File: config.mk
export PLATFORM = sky130hd
export DESIGN_NAME = seq_serializer
export DESIGN_NICKNAME = d
export VERILOG_FILES = /design/src/rtl/seq_serializer.sv
export SDC_FILE = /design/constraint.sdc
export NUM_CORES = 1
export LEC_CHECK = 0
export CORE_MARGIN = 8
export CORE_UTILIZATION = 40
export DETAILED_ROUTE_END_ITERATION = 8
export PLACE_DENSITY_LB_ADDON = 0.1
export SLEW_MARGIN = 20
export SYNTH_ARGS = -nofsm -noshare
export SYNTH_HDL_FRONTEND = slang
export SYNTH_SLANG_ARGS = --single-unit
File: constraint.sdc
create_clock -name clk -period 2.15 [get_ports clk]
set_input_delay 0.5375 -clock clk [delete_from_list [all_inputs] [get_ports clk]]
set_output_delay 0.5375 -clock clk [all_outputs]
set_load 0.1 [all_outputs]
File: src/rtl/seq_serializer.sv
// Word FIFO feeding an MSB-first parallel-to-serial shifter with a downstream bit-consume enable.
// Back-to-back words stream without a ser_valid bubble when the FIFO has data at the last bit.
//
// state | meaning
// IDLE  | shifter empty, ser_valid=0, pops the FIFO head as soon as level>0
// SHIFT | shifter holds a word, ser_out = MSB of shift register, advances on ser_en
module seq_serializer #(
    parameter int WIDTH = 8,
    parameter int DEPTH = 4
) (
    input  logic                     clk,
    input  logic                     nrst,
    input  logic                     in_valid,
    input  logic [WIDTH-1:0]         in_data,
    output logic                     in_ready,
    input  logic                     ser_en,
    output logic                     ser_out,
    output logic                     ser_valid,
    output logic                     frame_start,
    output logic [$clog2(DEPTH):0]   level
);

    localparam int AW = $clog2(DEPTH);
    localparam int CW = $clog2(WIDTH);
    localparam logic [AW:0]   LVL_FULL = (AW+1)'(DEPTH);
    localparam logic [CW-1:0] CNT_LAST = CW'(WIDTH-1);

    typedef enum logic {
        IDLE  = 1'b0,
        SHIFT = 1'b1
    } state_t;

    state_t           state;
    logic [WIDTH-1:0] mem [DEPTH];
    logic [AW-1:0]    wr_ptr;
    logic [AW-1:0]    rd_ptr;
    logic [WIDTH-1:0] shreg;
    logic [CW-1:0]    cnt;

    logic push;
    logic pop;
    logic last_bit;
    logic fifo_empty;

    assign fifo_empty = (level == '0);
    assign in_ready   = (level != LVL_FULL);
    assign push       = in_valid && in_ready;
    assign last_bit   = (cnt == CNT_LAST);

    // Pop either to start from IDLE or to reload on the edge that consumes bit 0.
    assign pop = !fifo_empty &&
                 ((state == IDLE) || ((state == SHIFT) && ser_en && last_bit));

    assign ser_valid   = (state == SHIFT);
    assign ser_out     = ser_valid && shreg[WIDTH-1];
    assign frame_start = ser_valid && (cnt == '0);

    always_ff @(posedge clk) begin
        if (push) begin
            mem[wr_ptr] <= in_data;
        end
    end

    always_ff @(posedge clk or negedge nrst) begin
        if (!nrst) begin
            wr_ptr <= '0;
            rd_ptr <= '0;
            level  <= '0;
        end else begin
            if (push) begin
                wr_ptr <= wr_ptr + 1'b1;
            end
            if (pop) begin
                rd_ptr <= rd_ptr + 1'b1;
            end
            case ({push, pop})
                2'b10:   level <= level + 1'b1;
                2'b01:   level <= level - 1'b1;
                default: level <= level;
            endcase
        end
    end

    always_ff @(posedge clk or negedge nrst) begin
        if (!nrst) begin
            state <= IDLE;
            shreg <= '0;
            cnt   <= '0;
        end else begin
            case (state)
                IDLE: begin
                    if (pop) begin
                        shreg <= mem[rd_ptr];
                        cnt   <= '0;
                        state <= SHIFT;
                    end
                end
                SHIFT: begin
                    if (ser_en) begin
                        if (last_bit) begin
                            if (pop) begin
                                shreg <= mem[rd_ptr];
                                cnt   <= '0;
                            end else begin
                                shreg <= '0;
                                cnt   <= '0;
                                state <= IDLE;
                            end
                        end else begin
                            shreg <= {shreg[WIDTH-2:0], 1'b0};
                            cnt   <= cnt + 1'b1;
                        end
                    end
                end
                default: begin
                    state <= IDLE;
                    shreg <= '0;
                    cnt   <= '0;
                end
            endcase
        end
    end

endmodule

=== After elaboration in Yosys (flattened, before gate mapping) ===
Memory sizes are Yosys's and may differ from the RTL's.
Cells that the tools add are included.

* Add/sub/neg operators: 5
* Equal/unequal tests: 6
* Mux-type cells: 16
* Bitwise logic cells: 1
* Reductions and logical operators: 12

{| class="wikitable"
|+ Operators by type and width
! cell !! count
|-
| $mux 8 || 4
|-
| $pmux 8 s2 || 1
|-
| $pmux 3 s2 || 2
|-
| $mux 3 || 3
|-
| $add 3x1->3 const B || 2
|-
| $logic_and 1x1->1 || 6
|-
| $logic_not 3->1 || 2
|-
| $mux 1 || 5
|-
| $add 2x1->2 const B || 2
|-
| $ne 2x2->1 const B || 2
|-
| $eq 3x3->1 const B || 1
|-
| $ne 3x3->1 const B || 1
|-
| $sub 3x1->3 const B || 1
|-
| $eq 2x1->1 const B || 1
|-
| $eq 2x2->1 const B || 1
|-
| $pmux 1 s2 || 1
|-
| $reduce_and 2->1 || 1
|-
| $reduce_bool 2->1 || 1
|-
| $logic_not 1->1 || 1
|-
| $logic_or 1x1->1 || 1
|-
| $not 1->1 || 1
|}

* Bits in registers: 19
* RAM bits: 32
* Bits of input ports: 12
* Word-level logic and storage cells: 47
* Memories kept: 1

{| class="wikitable"
|+ Memory list
! name !! words !! bits a word !! read ports !! clocked after Yosys merged registers in !! wr ports !! line !! RTL
|-
| mem || 4 || 8 || 1 || 0 || 1 || 34 || <nowiki>logic [WIDTH-1:0] mem [DEPTH];</nowiki>
|}

=== Depth between registers and ports, before layout ===
Gate-level depths: netlist of the first run.

* Depth after elaboration: 8
* Depth in mapped cells: 10
* Gate-level depth less buffers: 9

=== Worst setup path before layout of the first run ===
Ideal clock, no wire load.

* Path kind: reg-to-reg
* Start point: register level[0]
* End point: register level[2]
* Arrival time: 3.127 ns
* Setup slack: -1.139 ns
* Cell stages (with the launch flop): 9
* Cells stage by stage: dfrtp_1 > or3b_1 > and2_4 > inv_1 > ha_1 > fa_1 > xnor2_1 > nor2_1 > xor2_1

* Elaborated cells on any way between the ends: 11
* Classes of those cells: 2 x add/sub; 3 x eq/ne; 1 x mux; 5 x reduce/logical

{| class="wikitable"
|+ RTL lines
! element !! line !! RTL
|-
| from (decl) || 20 || <nowiki>output logic [$clog2(DEPTH):0] level</nowiki>
|-
| from (signal assigned) || 77 || <nowiki>2'b10: level <= level + 1'b1;</nowiki>
|-
| from (signal assigned) || 78 || <nowiki>2'b01: level <= level - 1'b1;</nowiki>
|-
| from (signal assigned) || 79 || <nowiki>default: level <= level;</nowiki>
|-
| $ne 3x3->1 * || 46 || <nowiki>assign in_ready = (level != LVL_FULL);</nowiki>
|-
| net in_ready || 15 || <nowiki>output logic in_ready,</nowiki>
|-
| $logic_and 1x1->1 * || 47 || <nowiki>assign push = in_valid && in_ready;</nowiki>
|-
| $eq 2x1->1 / $eq 2x2->1 (equally long branches) || 76 || <nowiki>case ({push, pop})</nowiki>
|-
| $pmux 3 s2 / $reduce_bool 2->1 (equally long branches) || - ||
|}

Mark *: on every way through the listed nets, which the timed path passes. The rest lies on a longest branch.
A chain may end at the register's enable or synchronous reset.

=== Final worst setup path of the first run ===
* Start point: register level[1]
* End point: output in_ready

* Word-level cells in the longest chain between the ends: 1

{| class="wikitable"
|+ RTL lines
! element !! line
|-
| $ne 3x3->1 || 46
|-
| to (decl) || 15
|}

Every way passes these cells.

==> metrics, run 1 <==
Layout fillers=463; fraction of power consumed by sequential logic=0.410; synth unique cells=31; 1st-pass router iterations=4; dpl cells=229; DRC=0; Yosys reg bits=51; pre-CTS WS=-222 ps; # H-tree levels=2; row cnt=27; Starting Density=0.405; CTS tree=built; WL final=4.07 mm; Non-Filler Instances=240; Core ar.=5410 um^2; CTS buffer count=5; critical-path cell list=or3b_4 > buf_4 > buf_12; max-cap violation count=0; Max Freq=0.474 GHz; Area Overhead vs Synth=28.7%; Port Buffers=18; worst flop-to-flop path startpoint=cnt[1]; largest net degree at the start of global routing=20; Nets=188; hold crit path type=flip-flop to flip-flop; Die ar.=8100 um^2; diodes inserted=0; Final ANT Viol Nets=0; Comb power frac=0.443; Yosys warnings=0; Final Hold Viols=0; grt peak-use layer=met2; synthesized area per cell=17.5 um^2; Final Max Slew Viols=0; crit-path max FO=5; Syn Nets=146; GR Layer Usage met1=0.129; Top Ports=19; Final WS setup=42.4 ps; Crit-path slowest cell=dfrtp_4; clock buffer depth=2; Mapped Area=2190 um^2; WL/cell=17.0 um; via count=1205; Setup Viol. Count Final=0; met2 Track Usage GR=0.186; Switch Pwr=1.39 mW; launch point of the critical path=level[1]; post-DR vias/cell=5.02; Die Ht=90.0 um; final core utilization=0.521; clock skew=2.72 ps; min Tclk post-route=2110 ps; clk sinks=51; routing usage on met3=0.0333; initial antenna violation count=0; r2r setup slk=50 ps; RSZ-0062 raised after global routing=true; die width=90.0 um; Internal Power=2.38 mW; Tcrit/Tclk final=0.980; Setup CP Type=flip-flop to output pin; Switching Share=0.369; Clock Root Buffer=clkbuf_8; gr ovfl total=0; Leak=1.12 nW; share of layout cells above drive strength 1=0.393; routability cong.=0.671; # hold bufs at CTS=0; status=completed; peak supply drop=0.538 mV; vias in the first global route=1382; clock share of power=0.147; hold path startpoint=shreg[3]; DP HPWL=2.74 mm; most frequent cells in the layout=edfxtp_1, buf_4, dfrtp_1; largest stage delay on the critical path=530 ps; Detailed Route Iter0 Violations=91; leading cell type in the layout, fill and taps excluded=edfxtp_1; Worst Path Required=1610 ps; worst skew pair latency=310 ps; CP Capture Type=output pin; Clock transition at path regs=90 ps; max_slew headroom=0.692; CP startpoint kind=flip-flop; cell count after synthesis=125; global-route wire length before repair=7.06 mm; Pwr per Cell Area=1340 nW/um^2; Crit path arrival time=1570 ps; sequential fraction of the synthesis area=0.656; final setup TNS=0 ps; gr usage total=0.110; Slew @ Worst Pin=462 ps
[power by group through the flow]
stage / combinational, mW / clock (mW) / sequential, mW
finish: 1.67 / 0.554 / 1.55
floorplan: 0.909 / 0 / 1.71
global route: 1.81 / 0.603 / 1.58
CTS: 1.66 / 0.570 / 1.54
global placement: 1.60 / 0 / 1.54
detailed placement: 1.65 / 0 / 1.56
[cell families after synthesis]
kind of cell	Yosys count	synth area share
AOI/OAI and AO/OA	12	0.0509
xor gates and xnor gates	6	0.0240
adders and majority gates	9	0.0549
buffers and inverters	10	0.0223
DFF	51	0.656
muxes	12	0.108
and+or+nand+nor	25	0.0840
[final timing paths]
kind                            end  cells after the start
setup reg to reg           level[2]                      9
hold / removal             shreg[3]                      1
max in group asynchronous  level[0]                      2
setup / recovery           in_ready                      3
min in group asynchronous    cnt[0]                      2
hold reg to reg            shreg[3]                      1
[per-layer routing]
metal  share of wire  up-vias  wire [um]
li1                -      570          -
met1            0.45      614       1820
met2            0.51       16       2060
met3           0.032        5        132
met4           0.013        0         52
met5               0        -          0
[synthesized netlist by cell type (all sizes together)]
library cell,n,area share
xor2,2,0.0080
or3b,1,0.0040
a21bo,1,0.0046
inv,5,0.0086
mux2,3,0.015
clkbuf,2,0.0034
nand2b,2,0.0057
and4b,7,0.032
a21o,1,0.0034
edfxtp,32,0.44
and2,3,0.011
a22o,1,0.0040
xnor2,4,0.016
and3,5,0.014
a32o,1,0.0046
nor2b,1,0.0029
buf,3,0.010
nand2,2,0.0034
nand3,1,0.0023
mux2i,1,0.010
ha,8,0.046
dfrtp,19,0.22
or3,1,0.0051
nor2,2,0.0034
fa,1,0.0091
a221o,7,0.032
o21ai,1,0.0023
mux4,8,0.082
[stage by stage]
step	area [um^2]	power [mW]	hold WS, ps
after detailed placement	2670	3.20	495
after floorplan	2230	2.61	242
after global routing	2820	4.00	540
after CTS	2770	3.78	521
after global placement	2670	3.14	485
final	2820	3.77	516
[final cells by class]
| type | instances | area, um^2 | area share |
|---|---|---|---|
| sequential | 51 | 1450 | 0.514 |
| multi-input combinational | 64 | 769 | 0.273 |
| timing repair buffer | 40 | 403 | 0.143 |
| tap | 72 | 90.1 | 0.0320 |
| clock buffer | 5 | 68.8 | 0.0244 |
| clock inverter | 3 | 18.8 | 0.00666 |
| inverter | 5 | 18.8 | 0.00666 |
[critical path: cells and delay by family, from the launching register on]
| family | cells | cell delay, ps |
|---|---|---|
| and+or+nand+nor | 1 | 410 |
| buffers and inverters | 2 | 320 |
| DFF | 1 | 530 |
[state kept, by name (all words and copies together), names as in the netlist]
name / flops
cnt: 3
level: 3
ser_valid: 1
rd_ptr: 2
mem: 32
wr_ptr: 2
shreg: 8
[timing repair]
item / in CTS / in global routing
gates resized for setup: 3 / 3
pin swaps: 5 / 6
cloned: 0 / 0
endpoints found under the hold margin: 0 / 0
buffers inserted: 0 / 3
setup endpoints to repair: 2 / 2
Power figures use the tool's default switching activity.
==> run 2, diff against run 1 <==
- ABC_CLOCK_PERIOD_IN_PS: unset -> 2150
- SKIP_CTS_REPAIR_TIMING: unset -> 1
==> metrics, run 2 (synthesized netlist as in run 1, its figures left out) <==
CTS tree=built; critical-path cell list=ha_2 > ha_4 > a21bo_4 > and2_4 > ha_4 > fa_2 > xnor2_2 > nor2_1 > xor2_1; clock share of power=0.146 (about the same); min Tclk post-route=2120 ps (+13.5 ps); Setup Viol. Count Final=0 (unchanged); DRC=0 (unchanged); post-DR vias/cell=5.05 (+0.66%); initial antenna violation count=0 (unchanged); Final Hold Viols=0 (unchanged); routability cong.=0.671 (unchanged); Pwr per Cell Area=1340 nW/um^2 (about the same); design area=2810 um^2 (-0.22%); DP HPWL=2.74 mm (unchanged); Leak=1.12 nW (about the same); gr ovfl total=0 (unchanged); # H-tree levels=2 (unchanged); Final ANT Viol Nets=0 (unchanged); placed instance area=2670 um^2 (unchanged); Area Overhead vs Synth=28.4%; Top reg by flops=mem; WL/cell=16.9 um (-0.57%); Internal Power=2.38 mW (about the same); max_slew headroom=0.693 (about the same); Clock Root Buffer=clkbuf_8; Core ar.=5410 um^2 (unchanged); Storage cell area=1450 um^2 (unchanged); WL final=4.05 mm (-0.57%); via count=1213 (+0.66%); worst r2r dst=level[2]; gr usage total=0.109 (-0.000887); Setup CP Type=flip-flop to flip-flop; leading cell type in the layout, fill and taps excluded=edfxtp_1; hold crit path type=flip-flop to flip-flop; global-route wire length before repair=7.00 mm (-0.88%); Buf/Inv on CP=0 (-2); Top Ports=19 (unchanged); CTS buffer count=5 (unchanged); RSZ-0062 raised after global routing=true; Slew @ Worst Pin=461 ps (-0.582 ps); row cnt=27 (unchanged); Top delay family on crit path=adder cells; cell repeated most along the worst path=ha_4; Max Freq=0.471 GHz (-0.64%); clk sinks=51 (unchanged); Layout fillers=463 (unchanged); most frequent cells in the layout=edfxtp_1, buf_4, dfrtp_1; crit-path max FO=2 (-3); diodes inserted=0 (unchanged); clock buffer depth=2 (unchanged); r2r setup slk=30 ps (-20 ps); largest net degree at the start of global routing=20 (unchanged); status=completed; worst flop-to-flop path startpoint=cnt[1]; worst skew pair latency=300 ps (about the same); CP Capture Type=flip-flop; 1st-pass router iterations=4 (unchanged); Worst Hold Depth=1 (unchanged); Crit path arrival time=2350 ps (+780 ps); Starting Density=0.405 (unchanged); area of the multi-input gates=759 um^2 (-1.3%); peak supply drop=0.514 mV (-4.5%); Crit-path slowest cell=dfrtp_1; Switch Pwr=1.39 mW (-0.52%); Switching Share=0.368 (-0.00121); Clock transition at path regs=90 ps (about the same); Nets=188 (unchanged); Comb power frac=0.445 (+0.002); Tcrit/Tclk final=0.987 (+0.00627); Die Ht=90.0 um (unchanged); CP startpoint kind=flip-flop; Port Buffers=18 (unchanged); Largest regs=mem x32, shreg x8; share of layout cells above drive strength 1=0.393 (unchanged); hold path startpoint=shreg[7]; WHS=516 ps (+0.00500 ps); fraction of power consumed by sequential logic=0.409 (about the same); Hold Crit Endpoint=shreg[7]; largest stage delay on the critical path=400 ps (-130 ps); max reg flops=32 (unchanged); Die ar.=8100 um^2 (unchanged); Final Max Slew Viols=0 (unchanged); die width=90.0 um (unchanged); clock skew=3.56 ps (+0.845 ps); max-cap violation count=0 (unchanged); Worst Path Required=2380 ps (+770 ps); vias in the first global route=1385 (+0.22%); Detailed Route Iter0 Violations=101 (+11%); FF-to-FF path depth=9 (unchanged)
## run 2: changes by cell type in the layout (fill, tap and decap cells not counted)
cell	change
buf_6	+1
ha_2	+1
ha_4	-1
buf_4	-1
## run 2: cell type report
type                            count  area share
Clock buffer                        5      0.0245
Clock inverter                      3     0.00668
Tap cell                           72      0.0320
Timing Repair Buffer               40       0.145
Inverter                            5     0.00668
Sequential cell                    51       0.515
Multi-Input combinational cell     64       0.270
## run 2: worst max path at each step
stage              from        to  slack [ps]  depth (start not counted)
3_3_place_gp     ser_en  level[2]        -180                          8
3_5_place_dp     ser_en  level[2]        -220                          8
4_1_cts          cnt[0]  level[2]         -90                          9
5_1_grt          cnt[1]  level[2]         -50                          9
2_1_floorplan  level[1]  level[1]        -260                          6
6_report         cnt[1]  level[2]          30                          9
## run 2: worst register-to-register path: stages, from the launching register on
cell	delay [ps]
dfrtp_1	400
ha_2	220
ha_4	160
a21bo_4	200
and2_4	140
ha_4	160
fa_2	350
xnor2_2	140
nor2_1	130
xor2_1	150
## run 2: per-layer routing
metal	share of wire	vias to the layer above	track usage
met5	0	-	0
met4	0.013	0	0.0374
met3	0.034	5	0.0333
met2	0.51	16	0.185
met1	0.44	623	0.127
li1	-	569	-
## run 2: per-stage QoR
stage | worst slack [ps] | setup TNS [ps] | total power, mW | instances | util
2_1_floorplan | -261 | -511 | 2.61 | 125 | -
3_3_place_gp | -182 | -340 | 3.14 | 229 | 0.494
3_5_place_dp | -222 | -407 | 3.20 | 229 | 0.494
4_1_cts | -87.9 | -128 | 3.76 | 237 | 0.510
5_1_grt | -50.5 | -50.5 | 4.00 | 240 | 0.520
6_report | 28.9 | 0 | 3.77 | 240 | 0.520
## run 2: power by group through the flow
stage | Sequential (mW) | Combinational, mW | Clock, mW
2_1_floorplan | 1.71 | 0.909 | 0
3_3_place_gp | 1.54 | 1.60 | 0
3_5_place_dp | 1.56 | 1.65 | 0
4_1_cts | 1.54 | 1.65 | 0.570
5_1_grt | 1.58 | 1.82 | 0.603
6_report | 1.54 | 1.68 | 0.551
==> run 3, diff against run 2 <==
- CORE_UTILIZATION: 40 -> 30
==> metrics, run 3 (synthesized netlist as in run 1, its figures left out) <==
FF-to-FF path depth=9 (unchanged); Clock Root Buffer=clkbuf_8; share of layout cells above drive strength 1=0.383 (-0.00962); Hold Crit Endpoint=shreg[6]; most frequent cells in the layout=edfxtp_1, buf_4, dfrtp_1; hold crit path type=flip-flop to flip-flop; dpl cells=256 (+12%); Nets=187 (-0.53%); Final WS setup=16.8 ps (-12.1 ps); total power=3.86 mW (+2.5%); Leak=1.12 nW (about the same); global-route wire length before repair=6.88 mm (-1.7%); Worst Hold Depth=1 (unchanged); WL final=4.22 mm (+4.2%); via count=1204 (-0.74%); Port Buffers=18 (unchanged); hold path startpoint=shreg[6]; Layout fillers=669 (+44%); worst r2r dst=level[2]; area of the multi-input gates=753 um^2 (-0.82%); Pwr per Cell Area=1350 nW/um^2 (+0.88%); pre-CTS WS=-215 ps (+7.48 ps); # H-tree levels=2 (unchanged); Top Ports=19 (unchanged); row cnt=31 (+15%); Max Freq=0.469 GHz (-0.57%); Worst Path Required=2370 ps (about the same); vias in the first global route=1317 (-4.9%); CP startpoint kind=flip-flop; crit-path max FO=2 (unchanged); diodes inserted=0 (unchanged); RSZ-0062 raised after global routing=true; routability cong.=0.737 (+9.9%); Top reg by flops=mem; Storage cell area=1450 um^2 (unchanged); Non-Filler Instances=266 (+11%); clock buffer depth=2 (unchanged); initial antenna violation count=0 (unchanged); Die ar.=10300 um^2 (+27%); CP Capture Type=flip-flop; CTS buffer count=5 (unchanged); min Tclk post-route=2130 ps (+12.1 ps); design area=2860 um^2 (+1.6%); Setup Viol. Count Final=0 (unchanged); WL/cell=15.9 um (-6.0%); WHS=511 ps (-5.17 ps); die width=101 um (+13%); worst flop-to-flop path startpoint=cnt[1]; Detailed Route Iter0 Violations=48 (-52%); DP HPWL=2.87 mm (+4.5%); final setup TNS=0 ps (unchanged); Final Max Slew Viols=0 (unchanged); Core ar.=7180 um^2 (+33%); Area Overhead vs Synth=30.4%; gr ovfl total=0 (unchanged); Crit path arrival time=2350 ps (about the same); post-DR vias/cell=4.53 (-10%); max_slew headroom=0.681 (-0.0113); Final Hold Viols=0 (unchanged); Final ANT Viol Nets=0 (unchanged); leading cell type in the layout, fill and taps excluded=edfxtp_1; Setup CP Type=flip-flop to flip-flop; gr usage total=0.0891 (-0.0196); 1st-pass router iterations=4 (unchanged); Slew @ Worst Pin=478 ps (+17.0 ps); Tcrit/Tclk final=0.992 (+0.00563); worst skew pair latency=300 ps (about the same); r2r setup slk=20 ps (about the same); DRC=0 (unchanged); clock skew=7.28 ps (+3.72 ps); CTS tree=built; Clock transition at path regs=90 ps (about the same); placed instance area=2700 um^2 (+1.3%); Largest regs=mem x32, shreg x8; peak supply drop=0.441 mV (-14%); max reg flops=32 (unchanged); Die Ht=101 um (+13%); status=completed; clk sinks=51 (unchanged); largest net degree at the start of global routing=20 (unchanged); final core utilization=0.398 (-0.122); max-cap violation count=0 (unchanged); Starting Density=0.305 (-0.0999)
[run 3: cell types whose count changed in the layout (fill, tap and decap cells not counted)]
cell,before,now
buf_4,22,21
a21bo_4,1,0
a21bo_2,0,1
clkinv_1,0,1
clkinv_2,2,0
bufinv_16,0,1
[run 3: worst max-delay path by stage]
stage             start       end  slack [ps]  cells past startpoint
2_1_floorplan  level[1]  level[1]        -260                      6
3_3_place_gp     ser_en  level[2]        -180                      8
3_5_place_dp     ser_en  level[2]        -210                      8
4_1_cts          cnt[0]  level[2]         -90                      9
5_1_grt          cnt[1]  level[2]         -30                      9
6_report         cnt[1]  level[2]          20                      9
[run 3: area by class of cell]
class,count,share of cell area
flip-flops and latches,51,0.507
multi-input cells,64,0.264
repair buffers,39,0.140
well taps,99,0.0434
clock buffers,5,0.0241
clock inverters,3,0.0149
inverters,5,0.00657
[run 3: power breakdown]
| part | leakage, nW | switching [mW] | internal [mW] | total [mW] |
|---|---|---|---|---|
| clock network | 0.0562 | 0.310 | 0.347 | 0.657 |
| registers | 0.526 | 0.191 | 1.35 | 1.54 |
| logic | 0.542 | 0.877 | 0.781 | 1.66 |
[run 3: critical path, cell delays in order (launching register included)]
cell     delay (ps)
dfrtp_1         400
ha_2            200
ha_4            160
a21bo_2         190
and2_4          150
ha_4            160
fa_2            360
xnor2_2         150
nor2_1          140
xor2_1          160
[run 3: metal layers]
metal / share of wire / vias up / routed length, um / track usage
li1: - / 564 / - / -
met1: 0.45 / 618 / 1890 / 0.105
met2: 0.51 / 17 / 2150 / 0.152
met3: 0.033 / 5 / 141 / 0.0282
met4: 0.0097 / 0 / 41 / 0.0241
met5: 0 / - / 0 / 0
